--- config.mk ---
export PLATFORM = sky130hd
export DESIGN_NAME = gen_audio_dds
export DESIGN_NICKNAME = d
export VERILOG_FILES = /design/src/rtl/gen_audio_dds.sv
export SDC_FILE = /design/constraint.sdc
export NUM_CORES = 1
export LEC_CHECK = 0
export BUFFER_PORTS_ARGS = -buffer_cell sky130_fd_sc_hd__buf_4
export CORE_MARGIN = 2
export CORE_UTILIZATION = 65
export CTS_CLUSTER_DIAMETER = 40
export DETAILED_ROUTE_END_ITERATION = 10
export PLACE_DENSITY = 0.87
export SLEW_MARGIN = 20
export SYNTH_ARGS = -nofsm -noshare
export SYNTH_HDL_FRONTEND = slang
export SYNTH_SLANG_ARGS = --single-unit
--- constraint.sdc ---
create_clock -name I_clk_audio -period 7.7 [get_ports I_clk_audio]
set_input_delay 0.385 -clock I_clk_audio [delete_from_list [all_inputs] [get_ports I_clk_audio]]
set_output_delay 0.385 -clock I_clk_audio [all_outputs]
set_load 0.005 [all_outputs]
--- src/rtl/gen_audio_dds.sv ---
// gen_audio_dds
//   Multi-channel DDS tone generator for the HDMI audio sample path.
//   Each channel has a phase accumulator, a quarter-wave sine ROM, a click-free
//   volume ramp (one LSB per tick) and a mute. Samples are two's complement or
//   offset binary, and are registered so downstream logic may read them at any
//   time.
//
//   Ports
//     I_clk_audio   in   1                 block clock
//     I_reset_n     in   1                 asynchronous active-low reset
//     I_tick        in   1                 sample strobe, 1-cycle pulse, >= 4 clocks apart
//     I_phase_sync  in   1                 zero all phase accumulators (on a tick only)
//     I_phase_inc   in   NUM_CH*PHASE_W    per-channel phase increment, ch0 in LSBs
//     I_volume      in   NUM_CH*8          per-channel target volume (255 = unity)
//     I_mute        in   NUM_CH            per-channel mute (target volume forced to 0)
//     O_sample      out  NUM_CH*SAMPLE_W   per-channel sample, ch0 in LSBs
//     O_valid       out  1                 1-cycle pulse when O_sample updates
//
//   Handshake: I_tick is a one-cycle strobe with no backpressure; it launches a
//   token through a fixed 3-stage pipeline. O_valid is a one-cycle qualifier that
//   rises exactly 3 clocks after I_tick; O_sample changes only on that cycle and
//   is held otherwise.
//
//   Pipeline
//     S1 (tick)   capture phase, advance accumulator, step volume toward target
//     S2          quadrant fold + ROM lookup + sign
//     S3          volume scale, output format, register O_sample / O_valid

module gen_audio_dds #(
  parameter int NUM_CH     = 2,
  parameter int SAMPLE_W   = 16,
  parameter int PHASE_W    = 24,
  parameter int LUT_ADDR_W = 6,
  parameter bit SIGNED_OUT = 1'b1
) (
  input  logic                         I_clk_audio,
  input  logic                         I_reset_n,
  input  logic                         I_tick,
  input  logic                         I_phase_sync,
  input  logic [NUM_CH*PHASE_W-1:0]    I_phase_inc,
  input  logic [NUM_CH*8-1:0]          I_volume,
  input  logic [NUM_CH-1:0]            I_mute,
  output logic [NUM_CH*SAMPLE_W-1:0]   O_sample,
  output logic                         O_valid
);

  localparam int N  = 1 << LUT_ADDR_W;
  // ROM entries never reach full scale, so the sign bit is not stored.
  localparam int LW = SAMPLE_W - 1;

  localparam logic [SAMPLE_W-1:0] RST_SAMPLE =
    SIGNED_OUT ? '0 : (SAMPLE_W'(1) << (SAMPLE_W - 1));

  typedef logic [N*LW-1:0] lut_t;

  // Builds the quarter-wave table at elaboration time:
  //   LUT[k] = round((2^(SAMPLE_W-1)-1) * sin(pi/2 * (k+0.5)/N))
  // sin() is a Taylor series in Q30 fixed point; the residual error is far
  // below half an LSB, so the rounding lands on the same integer as an exact
  // evaluation. Only the resulting constant reaches hardware.
  function automatic lut_t build_lut();
    lut_t   t;
    longint pi_q, x, x2, term, acc, amp, val;
    t    = '0;
    pi_q = 64'd3373259426;                      // pi * 2^30
    amp  = (longint'(1) << (SAMPLE_W - 1)) - 1;
    for (int k = 0; k < N; k++) begin
      x    = (pi_q * longint'(2 * k + 1)) / longint'(4 * N);
      x2   = (x * x) >>> 30;
      term = x;
      acc  = x;
      for (int n = 1; n <= 8; n++) begin
        term = (term * x2) >>> 30;
        term = term / longint'((2 * n) * (2 * n + 1));
        acc  = (n % 2 == 1) ? acc - term : acc + term;
      end
      val = (amp * acc + (longint'(1) << 29)) >>> 30;
      t[k*LW +: LW] = LW'(val);
    end
    return t;
  endfunction

  localparam lut_t LUT = build_lut();

  // Pipeline tokens: only a tick moves data forward.
  logic v1, v2;

  always_ff @(posedge I_clk_audio or negedge I_reset_n) begin
    if (!I_reset_n) begin
      v1      <= 1'b0;
      v2      <= 1'b0;
      O_valid <= 1'b0;
    end else begin
      v1      <= I_tick;
      v2      <= v1;
      O_valid <= v2;
    end
  end

  for (genvar c = 0; c < NUM_CH; c++) begin : g_ch
    logic [PHASE_W-1:0]         phase, p1;
    logic [7:0]                 cur, cur_next, tgt, vol1, vol2;
    logic [LUT_ADDR_W-1:0]      a, addr;
    logic [LW-1:0]              v;
    logic signed [SAMPLE_W-1:0] s, s2;
    logic signed [9:0]          g;
    logic signed [SAMPLE_W+8:0] prod;
    logic [SAMPLE_W-1:0]        y, out_r;
    logic                       unused_bits;

    // Volume ramp: move one step toward the target per tick so level changes
    // and mutes never produce a click.
    always_comb begin
      tgt      = I_mute[c] ? 8'd0 : I_volume[c*8 +: 8];
      cur_next = cur;
      if (cur < tgt)      cur_next = cur + 8'd1;
      else if (cur > tgt) cur_next = cur - 8'd1;
    end

    // S1: the sample for this tick uses the pre-update phase and the
    // already-stepped volume.
    always_ff @(posedge I_clk_audio or negedge I_reset_n) begin
      if (!I_reset_n) begin
        phase <= '0;
        p1    <= '0;
        cur   <= '0;
        vol1  <= '0;
      end else if (I_tick) begin
        p1    <= phase;
        phase <= I_phase_sync ? '0 : phase + I_phase_inc[c*PHASE_W +: PHASE_W];
        cur   <= cur_next;
        vol1  <= cur_next;
      end
    end

    // S2: top two phase bits select the quadrant; odd quadrants read the
    // table mirrored, the lower half-cycle is negated.
    always_comb begin
      a    = p1[PHASE_W-3 -: LUT_ADDR_W];
      addr = p1[PHASE_W-2] ? ~a : a;
      v    = LUT[int'(addr)*LW +: LW];
      s    = signed'({1'b0, v});
      if (p1[PHASE_W-1]) s = -s;
    end

    always_ff @(posedge I_clk_audio or negedge I_reset_n) begin
      if (!I_reset_n) begin
        s2   <= '0;
        vol2 <= '0;
      end else if (v1) begin
        s2   <= s;
        vol2 <= vol1;
      end
    end

    // S3: 255 maps to a gain of 256 so unity passes the sample unchanged.
    // Taking bits [SAMPLE_W+7:8] of the signed product is the floor shift.
    always_comb begin
      g    = (vol2 == 8'd255) ? 10'sd256 : signed'({2'b00, vol2});
      prod = (SAMPLE_W+9)'(s2) * (SAMPLE_W+9)'(g);
      y    = prod[SAMPLE_W+7:8];
    end

    always_ff @(posedge I_clk_audio or negedge I_reset_n) begin
      if (!I_reset_n) begin
        out_r <= RST_SAMPLE;
      end else if (v2) begin
        out_r <= SIGNED_OUT ? y : {~y[SAMPLE_W-1], y[SAMPLE_W-2:0]};
      end
    end

    assign O_sample[c*SAMPLE_W +: SAMPLE_W] = out_r;

    // Phase fraction below the table address and the product bits dropped by
    // the shift are intentionally discarded.
    assign unused_bits = ^{p1[PHASE_W-3-LUT_ADDR_W:0], prod[7:0], prod[SAMPLE_W+8]};
  end

endmodule

==> impl_metrics.ini <==
[setup_path]
critPathArrivalTime_ns = 7.44
slowest_delay_ns = 0.72
crit_chain = nand4_1 > or3_1 > buf_4 > and2_1 > nand2_1 > fa_1 > fa_1 > inv_1 > fa_1 > fa_1 > inv_1 > fa_1 > inv_1 > ha_1 > a21o_1 > a21o_1 > a21o_1 > a21o_1 > or3_1 > a21o_1 > a21oi_1 > xnor2_1 > mux2_2
crit_family = adder cells
slowest_stage = dfrtp_1
end_kind = flip-flop
cp.required_ns = 8.06
reg2reg_from = g_ch[0].vol2[7]
path_class = reg2reg
cp_max_fo = 61
worst_setup_path_start_kind = flip-flop
worstSetupStartpoint = g_ch[0].vol2[7]
critPathBufInv = 4

[global_route]
grt_usage = 0.339
antenna_found_initial = 1
grt_max_degree = 65
grt_pass1_vias = 21000
grt_pass1_wl_microns = 105000
grt_overflow_total = 0

[sta]
setup_viol = 0
worstMarginPinSlew_ns = 1.11
max_slew_margin = 0.258
rsz0062_at_grt = no
maxSlewViolCount = 0
fmax_mhz = 141
skew_ns = 0.0109
post-route-period-util = 0.919
setup-tns-final_ns = 0
hold_viol_final = 0
period_needed_ns = 7.08

[clocking]
clock_path_buffers = 2
clock_sinks = 163
h-tree-depth = 4
numCtsBuffers = 17
post_cts_buffers = 0
clock_latency_ns = 0.47
cts_tree = yes
cts.clk_slew.worst_paths_ns = 0.07
cts_root_buf = clkbuf_16

[placement]
portBuffers = 102
gp_congestion = 1.03
placed_cells = 3153
hpwl_microns = 47800

[yosys]
yosysUniqueCellTypes = 95
syn_inst = 2737
ys_seq_elements = 163
syn_nets = 3231
yosysSeqAreaShare = 0.171
synth-edff-count = 0
postSynthAreaPerCell_sq_um = 8.72
async_reset_ff_frac = 1.00
ys_warn_count = 0
syn-cell-area_sq_um = 23900
synthFlopType = dfrtp_1

[route]
ant_nets = 0
firstDrtPassIters = 6
vias = 20500
wl_per_cell_microns = 19.9
drc = 0
wl_microns = 63400
vias_per_cell = 6.44
drt_iter0_drc = 2244

[min_path]
worstHoldPathType = in2reg
hold_start = I_phase_sync

[final_layout]
regArea_sq_um = 4080
final_cells = 3186
multi_input_area_sq_um = 17800
num_antenna_cells = 0
final_util = 0.693
final_nets = 3199
drive_gt1_frac = 0.100
area_delta_synth_final_pct = 5.55
fillers = 2739

[floorplanning]
die_area_sq_um = 38300
initial_core_util = 0.656
die_h_microns = 196
io_pins = 103
core_sq_um = 36300
std_cell_rows = 70
die_w_microns = 196

[status]
status = completed

[flow_run]
cap_violations = 0
[worst reg2reg max path, cell delays in order (launching register included)]
cell	delay, ns
dfrtp_1	0.72
nand4_1	0.23
or3_1	0.45
buf_4	0.29
and2_1	0.30
nand2_1	0.12
fa_1	0.45
fa_1	0.55
inv_1	0.05
fa_1	0.39
fa_1	0.52
inv_1	0.05
fa_1	0.47
inv_1	0.04
ha_1	0.32
a21o_1	0.20
a21o_1	0.20
a21o_1	0.18
a21o_1	0.20
or3_1	0.43
a21o_1	0.22
a21oi_1	0.21
xnor2_1	0.10
mux2_2	0.27
[synthesized netlist by cell type (all sizes together), types with 55 or more instances]
cell type | n | share of area
inv | 307 | 0.048
ha | 192 | 0.10
o21ai | 120 | 0.025
dfrtp | 163 | 0.17
clkbuf | 103 | 0.016
buf | 80 | 0.019
nor2 | 127 | 0.020
a21oi | 107 | 0.022
xnor2 | 94 | 0.035
mux2 | 71 | 0.034
and2 | 55 | 0.014
and3 | 117 | 0.031
nand2 | 282 | 0.044
fa | 232 | 0.19
[layout make-up]
cell class,instances,share of cell area
Clock buffer,18,0.0170
Clock inverter,14,0.00571
Sequential cell,163,0.162
Timing Repair Buffer,132,0.0396
Multi-Input combinational cell,2081,0.706
Tap cell,468,0.0233
Inverter,310,0.0462
[path summary, 6_finish.rpt]
path / end / slack [ns] / cells after the start
worst max-delay path: g_ch[0].out_r[8] / 0.62 / 23
worst min-delay path: g_ch[0].phase[23] / 0.19 / 2
worst max register to register: g_ch[0].out_r[8] / 0.62 / 23
worst min register to register: g_ch[0].out_r[1] / 0.49 / 2
max in group asynchronous: g_ch[0].phase[19] / 5.46 / 4
min in group asynchronous: g_ch[0].out_r[1] / 0.49 / 2
[flip-flops by register name, summed over array words and instances, names as in the netlist]
signal and count:
O_valid 1, g_ch.cur 8, g_ch.out_r 32, g_ch.p1 16, g_ch.phase 48, g_ch.s2 32, g_ch.vol1 8, g_ch.vol2 16
v1 1, v2 1
[per-layer routing]
| metal | part of all wire | up-vias | track usage |
|---|---|---|---|
| met4 | 0.032 | 2 | 0.122 |
| met5 | 0.00025 | - | 0 |
| met1 | 0.40 | 10100 | 0.432 |
| met3 | 0.084 | 194 | 0.0701 |
| met2 | 0.48 | 977 | 0.576 |
| li1 | - | 9303 | - |
[per-stage QoR]
step | setup slack (ns) | instance area, sq um | hold slack (ns)
2_1_floorplan | 1.29 | 23900 | 0.0894
3_3_place_gp | 0.757 | 24600 | 0.424
3_5_place_dp | 0.507 | 24600 | 0.433
4_1_cts | 0.484 | 25200 | 0.174
5_1_grt | 0.233 | 25200 | 0.203
6_report | 0.620 | 25200 | 0.191
[repair_timing]
| action | in CTS | in global routing |
|---|---|---|
| hold endpoints to repair | 62 | 0 |
| setup endpoints to repair | 0 | 1 |
| resized for setup | 0 | 1 |
| hold buffers | 1 | 0 |
[kinds of logic after synthesis]
logic type | after synthesis | synth area share
fa+ha+maj | 425 | 0.296
flops | 163 | 0.171
buf+inv | 493 | 0.0840
compound gates | 590 | 0.174
simple gates | 820 | 0.172
mux | 99 | 0.0484
xor+xnor | 147 | 0.0552
[cells in the final DEF, fill, tap and decap left out, drive strengths merged, types with 24 or more instances in the layout]
master	Yosys	layout
buf	80	131
a22o	39	39
nor3	36	36
xor2	53	53
nand3	32	32
nand2b	43	43
dfrtp	163	163
o21ai	120	120
nor2	127	127
inv	307	315
o211ai	24	24
ha	192	192
a31oi	31	31
and2	55	55
a21o	48	48
nand2	282	282
and3	117	117
nor2b	41	41
fa	232	232
xnor2	94	94
mux2	71	71
a21oi	107	107
Power is not shown: default switching activity piles up to over one toggle a cycle in this logic, so the estimate is an artifact.
